### src/rtl/adc_display_pkg.sv
// Shared types and helpers for the ADC millivolt display path.
package adc_display_pkg;

  typedef enum logic [1:0] {
    IDLE = 2'd0,
    MUL  = 2'd1,
    BCD  = 2'd2,
    DONE = 2'd3
  } state_t;

  localparam int         SCALE_MV  = 1000;
  localparam logic [6:0] BLANK_SEG = 7'h7F;

  // Active-low {g,f,e,d,c,b,a}; non-decimal nibbles blank the digit.
  function automatic logic [6:0] seg7(input logic [3:0] d);
    case (d)
      4'd0:    seg7 = 7'b1000000;
      4'd1:    seg7 = 7'b1111001;
      4'd2:    seg7 = 7'b0100100;
      4'd3:    seg7 = 7'b0110000;
      4'd4:    seg7 = 7'b0011001;
      4'd5:    seg7 = 7'b0010010;
      4'd6:    seg7 = 7'b0000010;
      4'd7:    seg7 = 7'b1111000;
      4'd8:    seg7 = 7'b0000000;
      4'd9:    seg7 = 7'b0010000;
      default: seg7 = BLANK_SEG;
    endcase
  endfunction

endpackage

### src/rtl/adc_display_bin2bcd_seq.sv
// Sequential double-dabble: 10-bit binary to three BCD digits, one bit per cycle.
module bin2bcd_seq (
  input  logic        clk,
  input  logic        rst_n,
  input  logic        start,
  input  logic [9:0]  bin,
  output logic        done,
  output logic [11:0] bcd
);

  logic [9:0]  sh;
  logic [3:0]  cnt;
  logic        busy;
  logic [11:0] adj;

  always_comb begin
    adj = bcd;
    for (int i = 0; i < 3; i++) begin
      if (bcd[4*i +: 4] >= 4'd5) adj[4*i +: 4] = bcd[4*i +: 4] + 4'd3;
    end
  end

  // done is a one-cycle pulse in the cycle after the last shift.
  always_ff @(posedge clk or negedge rst_n) begin
    if (!rst_n) begin
      sh   <= '0;
      cnt  <= '0;
      busy <= 1'b0;
      done <= 1'b0;
      bcd  <= '0;
    end else begin
      done <= 1'b0;
      if (start) begin
        sh   <= bin;
        bcd  <= '0;
        cnt  <= 4'd10;
        busy <= 1'b1;
      end else if (busy) begin
        {bcd, sh} <= {adj[10:0], sh, 1'b0};
        cnt       <= cnt - 4'd1;
        if (cnt == 4'd1) begin
          busy <= 1'b0;
          done <= 1'b1;
        end
      end
    end
  end

endmodule

### src/rtl/adc_display.sv
// Averages ADC samples, scales to millivolts, converts to BCD and scans a 4-digit display.
// state | meaning
// IDLE  | waiting for a completed sample batch
// MUL   | scale average to millivolts, start BCD conversion
// BCD   | double-dabble running (10 cycles)
// DONE  | mv_bcd updated, mv_valid asserted
module adc_display
  import adc_display_pkg::*;
#(
  parameter int SAMPLE_DIV  = 100000,
  parameter int AVG_LOG2    = 4,
  parameter int REFRESH_DIV = 100000
) (
  input  logic        clk,
  input  logic        rst_n,
  input  logic [15:0] s_in,
  output logic [15:0] mv_bcd,
  output logic        mv_valid,
  output logic [6:0]  seg,
  output logic        dp,
  output logic [3:0]  an
);

  localparam int SW = $clog2(SAMPLE_DIV + 1);
  localparam int RW = $clog2(REFRESH_DIV + 1);
  localparam int AW = 12 + AVG_LOG2;

  logic [SW-1:0]       scnt;
  logic                tick;
  logic [AVG_LOG2-1:0] ncnt;
  logic [AW-1:0]       acc;
  logic [AW-1:0]       acc_sum;
  logic                batch_done;
  logic [11:0]         sample;
  logic [11:0]         avg;
  logic [21:0]         mv_prod;
  logic [9:0]          mv;
  state_t              state, state_nx;
  logic                bcd_start;
  logic                bcd_done;
  logic [11:0]         bcd;
  logic [RW-1:0]       rcnt;
  logic                rtick;
  logic [1:0]          idx;
  logic                live;
  logic [3:0]          nibble;

  assign sample     = 12'(s_in);
  assign tick       = (scnt == SW'(SAMPLE_DIV - 1));
  assign acc_sum    = acc + AW'(sample);
  assign batch_done = tick && (ncnt == '1);
  assign mv_prod    = 22'(avg) * 22'(SCALE_MV);
  assign mv         = 10'(mv_prod >> 12);

  always_ff @(posedge clk or negedge rst_n) begin
    if (!rst_n) begin
      scnt <= '0;
      ncnt <= '0;
      acc  <= '0;
      avg  <= '0;
    end else begin
      scnt <= tick ? '0 : scnt + SW'(1);
      if (tick) begin
        if (batch_done) begin
          acc  <= '0;
          ncnt <= '0;
        end else begin
          acc  <= acc_sum;
          ncnt <= ncnt + AVG_LOG2'(1);
        end
      end
      // Batches finishing while a conversion is in flight are dropped.
      if (batch_done && state == IDLE) avg <= acc_sum[AW-1:AVG_LOG2];
    end
  end

  always_ff @(posedge clk or negedge rst_n) begin
    if (!rst_n) state <= IDLE;
    else        state <= state_nx;
  end

  always_comb begin
    state_nx = state;
    case (state)
      IDLE:    if (batch_done) state_nx = MUL;
      MUL:     state_nx = BCD;
      BCD:     if (bcd_done) state_nx = DONE;
      DONE:    state_nx = IDLE;
      default: state_nx = IDLE;
    endcase
  end

  always_comb begin
    bcd_start = (state == MUL);
    mv_valid  = (state == DONE);
  end

  bin2bcd_seq u_bin2bcd (
    .clk   (clk),
    .rst_n (rst_n),
    .start (bcd_start),
    .bin   (mv),
    .done  (bcd_done),
    .bcd   (bcd)
  );

  always_ff @(posedge clk or negedge rst_n) begin
    if (!rst_n)                       mv_bcd <= '0;
    else if (state == BCD && bcd_done) mv_bcd <= {4'h0, bcd};
  end

  assign rtick  = (rcnt == RW'(REFRESH_DIV - 1));
  assign nibble = 4'(mv_bcd >> {idx, 2'b00});

  // The first refresh wrap only enables the display so the scan starts at digit 0.
  always_ff @(posedge clk or negedge rst_n) begin
    if (!rst_n) begin
      rcnt <= '0;
      idx  <= '0;
      live <= 1'b0;
    end else begin
      rcnt <= rtick ? '0 : rcnt + RW'(1);
      if (rtick) begin
        if (!live) live <= 1'b1;
        else       idx  <= idx + 2'd1;
      end
    end
  end

  always_ff @(posedge clk or negedge rst_n) begin
    if (!rst_n) begin
      an  <= 4'hF;
      seg <= BLANK_SEG;
      dp  <= 1'b1;
    end else if (live) begin
      an  <= ~(4'b0001 << idx);
      seg <= seg7(nibble);
      dp  <= (idx != 2'd3);
    end else begin
      an  <= 4'hF;
      seg <= BLANK_SEG;
      dp  <= 1'b1;
    end
  end

endmodule

### config.mk
export PLATFORM = sky130hd
export DESIGN_NAME = adc_display
export DESIGN_NICKNAME = d
export VERILOG_FILES = /design/src/rtl/adc_display_pkg.sv /design/src/rtl/adc_display_bin2bcd_seq.sv /design/src/rtl/adc_display.sv
export SDC_FILE = /design/constraint.sdc
export NUM_CORES = 1
export LEC_CHECK = 0
export ABC_AREA = 1
export CAP_MARGIN = 5
export CORE_MARGIN = 1
export CORE_UTILIZATION = 55
export CTS_CLUSTER_DIAMETER = 50
export DETAILED_ROUTE_END_ITERATION = 12
export PLACE_DENSITY = 0.74
export SYNTH_ARGS = -nofsm -noshare
export SYNTH_HDL_FRONTEND = slang
export SYNTH_HIERARCHICAL = 1
export SYNTH_SLANG_ARGS = --single-unit
### constraint.sdc
create_clock -name clk -period 4.49 [get_ports clk]
set_input_delay 0.898 -clock clk [delete_from_list [all_inputs] [get_ports clk]]
set_output_delay 0.898 -clock clk [all_outputs]
set_load 0.02 [all_outputs]
======== Word-level counts from Yosys, hierarchy flattened ========
Memory sizes are Yosys's and may differ from the RTL's.
Index checks and enable logic that the tools add are counted.
word-level totals
  flip-flop bits (word level) ............. 123
  bits in read-only memories .............. 112
  input port bits ......................... 18
  output and inout bits ................... 29
  logic and storage cells ................. 76
  memories ................................ 1
cells by class
  add/sub/neg operators ................... 9
  multipliers ............................. 1
  order comparisons ....................... 3
  equal/unequal tests ..................... 10
  shifts and indexed selects .............. 2
  multiplexer cells ....................... 25
  bitwise operators ....................... 1
  reductions and logical operators ........ 7
memory list
  memory           depth  width  read ports  clocked after Yosys merged registers in  wr ports  line                   RTL
  (no name shown)  16     7      1           0                                        0         adc_display_pkg.sv:16  case (d)
operators with widths
  cell                     count
  $add A17 B1 Y17 const B  2
  $eq A17 B17 Y1 const B   2
  $mux W17                 2
  $mux W12                 2
  $mux W4                  6
  $mux W10                 2
  $mul A12 B7 Y19 const B  1
  $add A16 B12 Y16         1
  $mux W16                 1
  $ge A4 B3 Y1 const B     3
  $shr A12 B4 Y4           1
  $add A4 B2 Y4 const B    2
  $pmux W2 S4              1
  $mux W1                  7
  $mux W7                  1
  $add A4 B1 Y4 const B    1
  $eq A2 B2 Y1 const B     2
  $eq A4 B1 Y1 const B     1
  $eq A4 B4 Y1 const B     1
  $mux W2                  2
  $ne A2 B2 Y1 const B     2
  $not A4 Y4               1
  $reduce_and A2 Y1        2
  $shl A1 B2 Y4 const A    1
  9 further kinds          11

======== Longest topological paths before layout ========
Gate-level depths: netlist of run 1.
  depth after elaboration ................. 4
  mapped depth ............................ 19
  mapped depth without buffers ............ 19

======== Hierarchy ========
The synthesis of run 1 kept the hierarchy.
modules (own cells, without submodules)
  module       instances  cells an instance  area an instance (um^2)  sequential area each (um^2)
  adc_display  1          949                7,463.4                  2,366.0
  bin2bcd_seq  1          175                1,477.7                  700.7

======== Least setup slack after synthesis of run 1 ========
Ideal clock, no wire load.
  path kind ............................... register to register
  start point ............................. reg avg[6]
  end point ............................... reg u_bin2bcd.sh[9]
  library setup time ...................... 129 ps
  arrival ................................. 3,819 ps
  data required time ...................... 4,361 ps
  setup slack ............................. 541 ps
  stages on the path, launching flop included .. 19
  buffers on the path ..................... 0
  period minus slack after synthesis ...... 3,949 ps
  cells stage by stage .................... dfrtp_1 > inv_1 > fa_1 > fa_1 > inv_1 > fa_1 > inv_1 > fa_1 > inv_1 > ha_1 > a21o_1 > nand2_1 > a21oi_1 > nor2_1 > nand2_1 > nand2_1 > nand2_1 > a22oi_1 > o31ai_1
between the ends
  word-level cells in the longest chain between the ends .. 2
RTL lines
  element                 line                           RTL
  start, declared         adc_display.sv:35              logic [11:0] avg;
  start signal, assigned  adc_display.sv:73              if (batch_done && state == IDLE) avg <= acc_sum[AW-1:AVG_LOG2];
  $mul A12 B7 Y19         adc_display.sv:52              assign mv_prod = 22'(avg) * 22'(SCALE_MV);
  net mv_prod[21]         adc_display.sv:36              logic [21:0] mv_prod;
  $mux W10                adc_display_bin2bcd_seq.sv:33  if (start) begin
  end signal, assigned    adc_display_bin2bcd_seq.sv:34  sh <= bin;
  end signal, assigned    adc_display_bin2bcd_seq.sv:39  {bcd, sh} <= {adj[10:0], sh, 1'b0};
  end, declared           adc_display_bin2bcd_seq.sv:11  logic [9:0] sh;
The timed path passes the listed nets, and every way through them passes these cells.
A chain may end at the register's enable or synchronous reset.

======== Final worst setup path of run 1 ========
Ends and elaborated chain as after synthesis.

==> results.md, run 1 <==
- Outcome: completed
- Most numerous cell in the Yosys netlist: nand2_1
- Number of synthesized flops with an enable pin: 0
- Hold buffers post-CTS: 0
- Final worst-path cycle share: 94.24%
- Post-Synth Adder-Cell Area: 19.70%
- # nets final: 1,308
- Mapped Area: 0.008941 mm²
- # fillers: 1,377
- Max VDD drop: 0.0002838 V
- Starting density of the core: 56.29%
- Core box area: 0.01589 mm²
- CTS clock-pin slew for the worst setup and hold paths: 0.06 ns
- Drt first pass iters: 5
- Worst Path Arrival: 4.52 ns
- Max_slew headroom: 43.32%
- Area of the multi-input gates: 0.004987 mm²
- Main flop type after synthesis: dfrtp_1
- Sequential Power Share: 42.9%
- Vias per cell: 5.071
- Count of different cell masters after synthesis: 46
- Clock Skew: 0.01849 ns
- Synthesized flop and latch total: 122
- Total number of vias: 7,105
- Comb power frac: 4.2%
- Synth cell count leaders: 312 x nand2_1, 192 x inv_1, 111 x dfrtp_1, 80 x ha_1
- Hold WC Path Type: flip-flop to flip-flop
- Clock Latency Late Sink: 0.43 ns
- Critical-path cell list: clkinvlp_4 -> fa_1 -> fa_1 -> inv_1 -> fa_1 -> inv_1 -> fa_1 -> inv_1 -> ha_1 -> a21o_1 -> nand2_1 -> a21oi_1 -> nor2_1 -> nand2_1 -> nand2_1 -> nand2_1 -> a22oi_1 -> o31ai_1
- Global-route wire length before repair: 31,040 µm
- Synthesis Warnings: 6
- Post-synth ARST share: 100.0%
- Final ANT Viol Nets: 0
- Setup crit end kind: flip-flop
- GRT Overall Usage: 23.26%
- Post-Synth XOR/XNOR Area: 3.233%
- HPWL after DPL: 13,180 µm
- Design area: 0.01009 mm²
- Root Buffer: clkbuf_16
- Clock net sink count: 122
- PwrDens: 254.0 mW/mm²
- Placed inst area: 0.009478 mm²
- Simple-gate portion of the synthesized area: 24.64%
- Post-synthesis mux area share: 0.6157%
- Worst slew pin tran: 0.8502 ns
- Largest family of logic cells by synthesized area: simple AND/OR/NAND/NOR gates
- Tmin final: 4.231 ns
- Slew Limit Fails: 0
- H-tree levels: 4
- Finish-stage setup viols: 0
- Synth Area in Compound Gates: 7.417%
- Clock share of power: 52.9%
- Final WL: 17,300 µm
- Max stage delay cell, worst path: fa_1
- Synth-to-layout area growth: 12.85%
- Sw power: 0.0005922 W
- Syn avg cell area: 7.955 µm²
- Crit Path Class: flip-flop to flip-flop
- Post-Synthesis Cells: 1,124
- Synth top area cells: dfrtp_1 31%, nand2_1 13%, ha_1 11%
- Top-area cell type share of the netlist area: 31.07%
- Total gr overflow: 0
- Fmax: 236.3 MHz
- Hold Vio Cnt, Final: 0
- CP max stage delay: 0.52 ns
- # DRC: 0
- Antenna violations before repair: 0
- Core Util, Final: 63.52%
- Required @ worst endpoint: 4.77 ns
- Seq/Total Area, Yosys: 34.30%
- Initial drt markers: 294
- Vias in the first global route: 7,066
- Internal Power: 0.001971 W
- Cell accounting for the most synthesized area: dfrtp_1
- Inserted Clock Buffers: 17
- Num rows: 46
- Met3 WL: 543 µm
- ANT cells: 0
- Die H: 129.5 µm
- Largest net degree at the start of global routing: 69
- DR top layer: met4
- Nature of the critical path startpoint: flip-flop
- FF/Latch Area: 0.003067 mm²
- Post-Route M1 WL: 8125 µm
- Die Area: 0.01677 mm²
- Sum Neg Setup Slack: 0 ns
- Sw Ratio: 23.10%
- Layout cell share with drive strength beyond 1: 7.595%
- I/O Buffers: 38
- Total length of routed met2 wires: 8356 µm
- I/O pins: 47
- Routed len/inst: 12.35 µm
- Critical path peak fanout: 5
- Max cap viols: 0
- Chip Width: 129.5 µm
- Routability cong.: 0.8696
- Leak: 5.301 nW
- Bufs on Longest Clock Path: 2
- CTS tree: built
==> stage by stage <==
step | std cells | hold WS, ns | setup WS, ns | total power [W]
floorplan | 1127 | 0.4329 | 0.5414 | 0.001182
global placement | 1366 | 0.4508 | 0.2642 | 0.001227
finish | 1401 | 0.4663 | 0.2588 | 0.002563
CTS | 1398 | 0.4679 | 0.2184 | 0.002588
detailed placement | 1366 | 0.4526 | 0.2369 | 0.001228
global route | 1401 | 0.4818 | -0.0005116 | 0.002647
==> registers in the layout, indices dropped and copies added, names as in the netlist <==
signal,flops
rcnt,17
scnt,17
acc,16
avg,12
mv_bcd,12
u_bin2bcd/bcd,12
u_bin2bcd/sh,10
seg,7
an,4
ncnt,4
u_bin2bcd/cnt,4
idx,2
state,2
live,1
u_bin2bcd/busy,1
u_bin2bcd/done,1
==> area by class of cell <==
cell class | count | share of cell area [%]
Clock buffer | 19 | 4.390
Clock inverter | 13 | 1.414
Inverter | 200 | 7.502
Multi-Input combinational cell | 787 | 49.43
Sequential cell | 122 | 30.39
Tap cell | 216 | 2.679
Timing Repair Buffer | 44 | 4.191
==> power by group through the flow <==
stage | Clock [W] | Combinational (W) | Sequential, W
2_1_floorplan | 0 | 0.0000620 | 0.00112
3_3_place_gp | 0 | 0.000107 | 0.00112
3_5_place_dp | 0 | 0.000108 | 0.00112
4_1_cts | 0.00138 | 0.000109 | 0.00110
5_1_grt | 0.00142 | 0.000125 | 0.00110
6_report | 0.00136 | 0.000108 | 0.00110
==> per-layer routing <==
metal | GRT usage [%] | up-vias
met1 | 29.82 | 3340
met3 | 4.129 | 23
met5 | 0 | -
met2 | 40.16 | 117
li1 | - | 3625
met4 | 7.114 | 0
==> final timing paths <==
| kind | slack [ns] | start | to | cells after the start |
|---|---|---|---|---|
| worst min-delay path | 0.47 | rcnt[0] | rcnt[0] | 1 |
| min in group asynchronous | 0.56 | rst_n | rcnt[8] | 1 |
| worst min register to register | 0.47 | rcnt[0] | rcnt[0] | 1 |
| worst max-delay path | 0.26 | avg[6] | u_bin2bcd/sh[9] | 18 |
| worst max register to register | 0.26 | avg[6] | u_bin2bcd/sh[9] | 18 |
| max in group asynchronous | 2.95 | rst_n | seg[6] | 2 |
==> worst max-delay path, delay by kind of cell (launching register included) <==
kind                     cells  cell delay (ns)
AO/OA/AOI/OAI                4             0.57
buffers and inverters        4             0.32
AND/OR/NAND/NOR              5             0.39
adder cells (fa/ha/maj)      5             2.36
flip-flops                   1             0.42
==> placed cells by master, fill, tap and decap left out, types with 9 or more instances in the layout <==
cell,n
nor3_1,16
xnor2_1,9
clkdlybuf4s50_1,37
xor2_1,24
a21oi_1,40
dfrtp_1,111
nand3_1,73
clkbuf_16,17
ha_1,80
dfstp_2,11
o21ai_0,25
nand4_1,19
inv_1,190
fa_1,38
nor2_1,73
nand2_1,312
==> timing repair <==
item                       4_1_cts  5_1_grt
buffers inserted                 0        3
resized for setup                0        2
setup endpoints to repair        0        2
==> cells by family (layout without fill, tap and decap cells) <==
| kind of cell | count (synthesis) | count (layout) |
|---|---|---|
| xor gates and xnor gates | 33 | 33 |
| muxes | 5 | 5 |
| buffers and inverters | 218 | 276 |
| AOI/OAI and AO/OA | 108 | 108 |
| adders and majority gates | 118 | 118 |
| other | 1 | 4 |
| and+or+nand+nor | 519 | 519 |
| DFF | 122 | 122 |
Power figures use the tool's default switching activity.
==> run 2, diff against run 1 <==
--- a/config.mk
+++ b/config.mk
@@ -10,6 +10,7 @@
 export CORE_MARGIN = 1
 export CORE_UTILIZATION = 55
 export CTS_CLUSTER_DIAMETER = 50
+export CTS_CLUSTER_SIZE = 40
 export DETAILED_ROUTE_END_ITERATION = 12
 export PLACE_DENSITY = 0.74
 export SYNTH_ARGS = -nofsm -noshare
==> constraint.sdc (replaced) <==
create_clock -name clk -period 4 [get_ports clk]
set_input_delay 0.8 -clock clk [delete_from_list [all_inputs] [get_ports clk]]
set_output_delay 0.8 -clock clk [all_outputs]
set_load 0.02 [all_outputs]
==> run 2 against run 1 <==
Compared with the run above:
- flip-flop and latch count unchanged
- final area increased by 3.9%
- cell count increased by 2.0%
- non-clock buffer count increased by 29
- hold slack got worse by 0.024 ns
- maximum frequency increased by 6.7%
- global-route usage increased by 0.56 points
==> results.md, run 2 (synthesis gave the netlist of run 1 again) <==
- CTS tree: built (unchanged)
- Root Buffer: clkbuf_16 (unchanged)
- Largest regs: rcnt x17, scnt x17, acc x16 (unchanged)
- Leak: 5.424 nW (was 5.301 nW)
- Finish-stage setup viols: 0 (unchanged)
- Largest net degree at the start of global routing: 60 (was 69)
- Nature of the critical path startpoint: flip-flop (unchanged)
- # nets final: 1,337 (was 1,308)
- Critical-path cell list: inv_2 -> buf_6 -> fa_2 -> fa_1 -> inv_2 -> fa_1 -> inv_1 -> fa_1 -> inv_2 -> ha_4 -> a21o_1 -> nand2_2 -> a21oi_2 -> nor2_2 -> buf_4 -> nand3_2 -> nand2_2 -> a22oi_2 -> o31ai_2 (was clkinvlp_4 -> fa_1 -> fa_1 -> inv_1 -> fa_1 -> inv_1 -> fa_1 -> inv_1 -> ha_1 -> a21o_1 -> nand2_1 -> a21oi_1 -> nor2_1 -> nand2_1 -> nand2_1 -> nand2_1 -> a22oi_1 -> o31ai_1)
- Core Util, Final: 65.98% (was 63.52%)
- Slew Limit Fails: 0 (unchanged)
- # DRC: 0 (unchanged)
- Drt first pass iters: 4 (was 5)
- Crit Path Class: flip-flop to flip-flop (unchanged)
- Routability cong.: 0.9045 (was 0.8696)
- Outcome: completed (unchanged)
- Layout cell share with drive strength beyond 1: 13.03% (was 7.595%)
- RSZ-0062 raised after global routing: true
- Worst Path Arrival: 4.24 ns (was 4.52 ns)
- Place WS: -0.1262 ns (was 0.2369 ns)
- Comb power frac: 4.4% (was 4.2%)
- Max stage delay cell, worst path: fa_1 (unchanged)
- Die H: 129.5 µm (unchanged)
- Commonest cells after routing, fill and taps aside: 304 x nand2_1, 185 x inv_1, 109 x dfrtp_1, 71 x nand3_1, 71 x ha_1 (was 312 x nand2_1, 190 x inv_1, 111 x dfrtp_1, 80 x ha_1)
- Initial drt markers: 359 (was 294)
- Core box area: 0.01589 mm² (unchanged)
- Launching point of the worst reg2reg path: avg[5] (was avg[6])
- # fillers: 1,343 (was 1,377)
- Hold Vio Cnt, Final: 0 (unchanged)
- Most common cell after layout, fill and taps aside: nand2_1 (unchanged)
- Max cap viols: 0 (unchanged)
- Hold WC Path Type: input pin to async pin (was flip-flop to flip-flop)
- Required @ worst endpoint: 4.28 ns (was 4.77 ns)
- Die Area: 0.01677 mm² (unchanged)
- Clock share of power: 51.1% (was 52.9%)
- Sw Ratio: 22.86% (was 23.10%)
- Total number of vias: 7,244 (was 7,105)
- HPWL after DPL: 13,430 µm (was 13,180 µm)
- Fmax: 252.2 MHz (was 236.3 MHz)
- GRT Overall Usage: 23.82% (was 23.26%)
- H-tree levels: 4 (unchanged)
- Hold buffers post-CTS: 0 (unchanged)
- Internal Power: 0.002142 W (was 0.001971 W)
- Num rows: 46 (unchanged)
- Setup crit end kind: flip-flop (unchanged)
- Starting density of the core: 56.29% (unchanged)
- Inserted Clock Buffers: 17 (unchanged)
- Vias per cell: 5.069 (was 5.071)
- Final WL: 18,200 µm (was 17,300 µm)
- Final ANT Viol Nets: 0 (unchanged)
- Clock Latency Late Sink: 0.42 ns (was 0.43 ns)
- Vias in the first global route: 7,052 (was 7,066)
- Routed len/inst: 12.74 µm (was 12.35 µm)
- Crit path from: avg[5] (was avg[6])
- Buf/Inv on CP: 6 (was 4)
- Max VDD drop: 0.0003419 V (was 0.0002838 V)
- Final worst-path cycle share: 99.14% (was 94.24%)
- Chip Width: 129.5 µm (unchanged)
- Clock Skew: 0.007993 ns (was 0.01849 ns)
- PwrDens: 264.9 mW/mm² (was 254.0 mW/mm²)
- I/O Buffers: 38 (unchanged)
- Total gr overflow: 0 (unchanged)
- Tmin final: 3.966 ns (was 4.231 ns)
- I/O pins: 47 (unchanged)
- Synth-to-layout area growth: 17.23% (was 12.85%)
- Bufs on Longest Clock Path: 2 (unchanged)
- Antenna violations before repair: 0 (unchanged)
- Sequential Power Share: 44.5% (was 42.9%)
- CP max stage delay: 0.53 ns (was 0.52 ns)
- Worst slew pin tran: 0.7628 ns (was 0.8502 ns)
- Global-route wire length before repair: 31,620 µm (was 31,040 µm)
- ANT cells: 0 (unchanged)
- CP delay by family, top: adder cells (unchanged)
- Clock net sink count: 122 (unchanged)
- Max_slew headroom: 49.14% (was 43.32%)
- Sw power: 0.0006348 W (was 0.0005922 W)
- Setup ws final: 0.03441 ns (was 0.2588 ns)
- CTS clock-pin slew for the worst setup and hold paths: 0.06 ns (about the same)
- Critical path peak fanout: 4 (was 5)
- Final Power: 0.002776 W (was 0.002563 W)
-- run 2: changes by cell type in the layout (fill, tap and decap cells not counted), moves of 4 or more --
cell / delta
ha_1: -9
ha_4: +8
buf_4: +25
nand2_2: +7
inv_2: +6
inv_1: -5
a21oi_2: +4
nand2_1: -8
a21oi_1: -4
-- run 2: cell type report --
type,instances,area [µm²],area share (%)
Inverter,200,753.2,7.186
Clock buffer,20,446.7,4.262
Clock inverter,11,98.84,0.9431
Multi-Input combinational cell,787,5179,49.41
Sequential cell,122,3069,29.28
Timing Repair Buffer,73,664.4,6.339
Tap cell,216,270.3,2.578
-- run 2: power groups by stage --
| stage | clock, W | combinational, W | sequential, W |
|---|---|---|---|
| floorplan | 0 | 0.0000696 | 0.00126 |
| global placement | 0 | 0.000122 | 0.00126 |
| detailed placement | 0 | 0.000123 | 0.00126 |
| CTS | 0.00144 | 0.000124 | 0.00124 |
| global route | 0.00150 | 0.000142 | 0.00123 |
| finish | 0.00142 | 0.000122 | 0.00124 |
-- run 2: through the flow --
step	hold WS [ns]	setup TNS, ns	cells	area [µm²]
after floorplan	0.4329	0	1127	8952
after global placement	0.4495	-0.01852	1389	9663
after detailed placement	0.4609	-0.1712	1389	9663
after CTS	0.4681	-0.02797	1424	10290
after global routing	0.4905	-0.3365	1429	10480
final	0.4422	0	1429	10480
-- run 2: worst reg2reg max path: stages (launching register included) --
cell     delay, ns
dfrtp_1       0.40
inv_2         0.09
buf_6         0.12
fa_2          0.34
fa_1          0.53
inv_2         0.04
fa_1          0.47
inv_1         0.05
fa_1          0.50
inv_2         0.05
ha_4          0.28
a21o_1        0.14
nand2_2       0.07
a21oi_2       0.14
nor2_2        0.05
buf_4         0.13
nand3_2       0.06
nand2_2       0.07
a22oi_2       0.20
o31ai_2       0.08
-- run 2: timing repair --
item | in CTS | in global routing
cloned | 0 | 0
gates resized for setup | 11 | 41
pin swaps | 7 | 33
hold endpoints to repair | 0 | 0
setup buffers | 4 | 5
setup endpoints to repair | 4 | 9
-- run 2: worst paths after layout --
check / end / slack [ns] / cells past startpoint
setup / recovery: u_bin2bcd/sh[9] / 0.03 / 19
hold / removal: rcnt[13] / 0.44 / 1
setup reg to reg: u_bin2bcd/sh[9] / 0.03 / 19
hold reg to reg: scnt[0] / 0.46 / 1
max in group asynchronous: mv_bcd[9] / 2.62 / 3
min in group clk: scnt[0] / 0.46 / 1
-- run 2: metal layers --
metal | GRT usage (%) | vias to the layer above | routed length, µm
met5 | 0 | - | 0
met4 | 7.182 | 0 | 245
met3 | 3.757 | 23 | 752
met2 | 41.21 | 162 | 9044
met1 | 30.80 | 3379 | 8161
li1 | - | 3680 | -
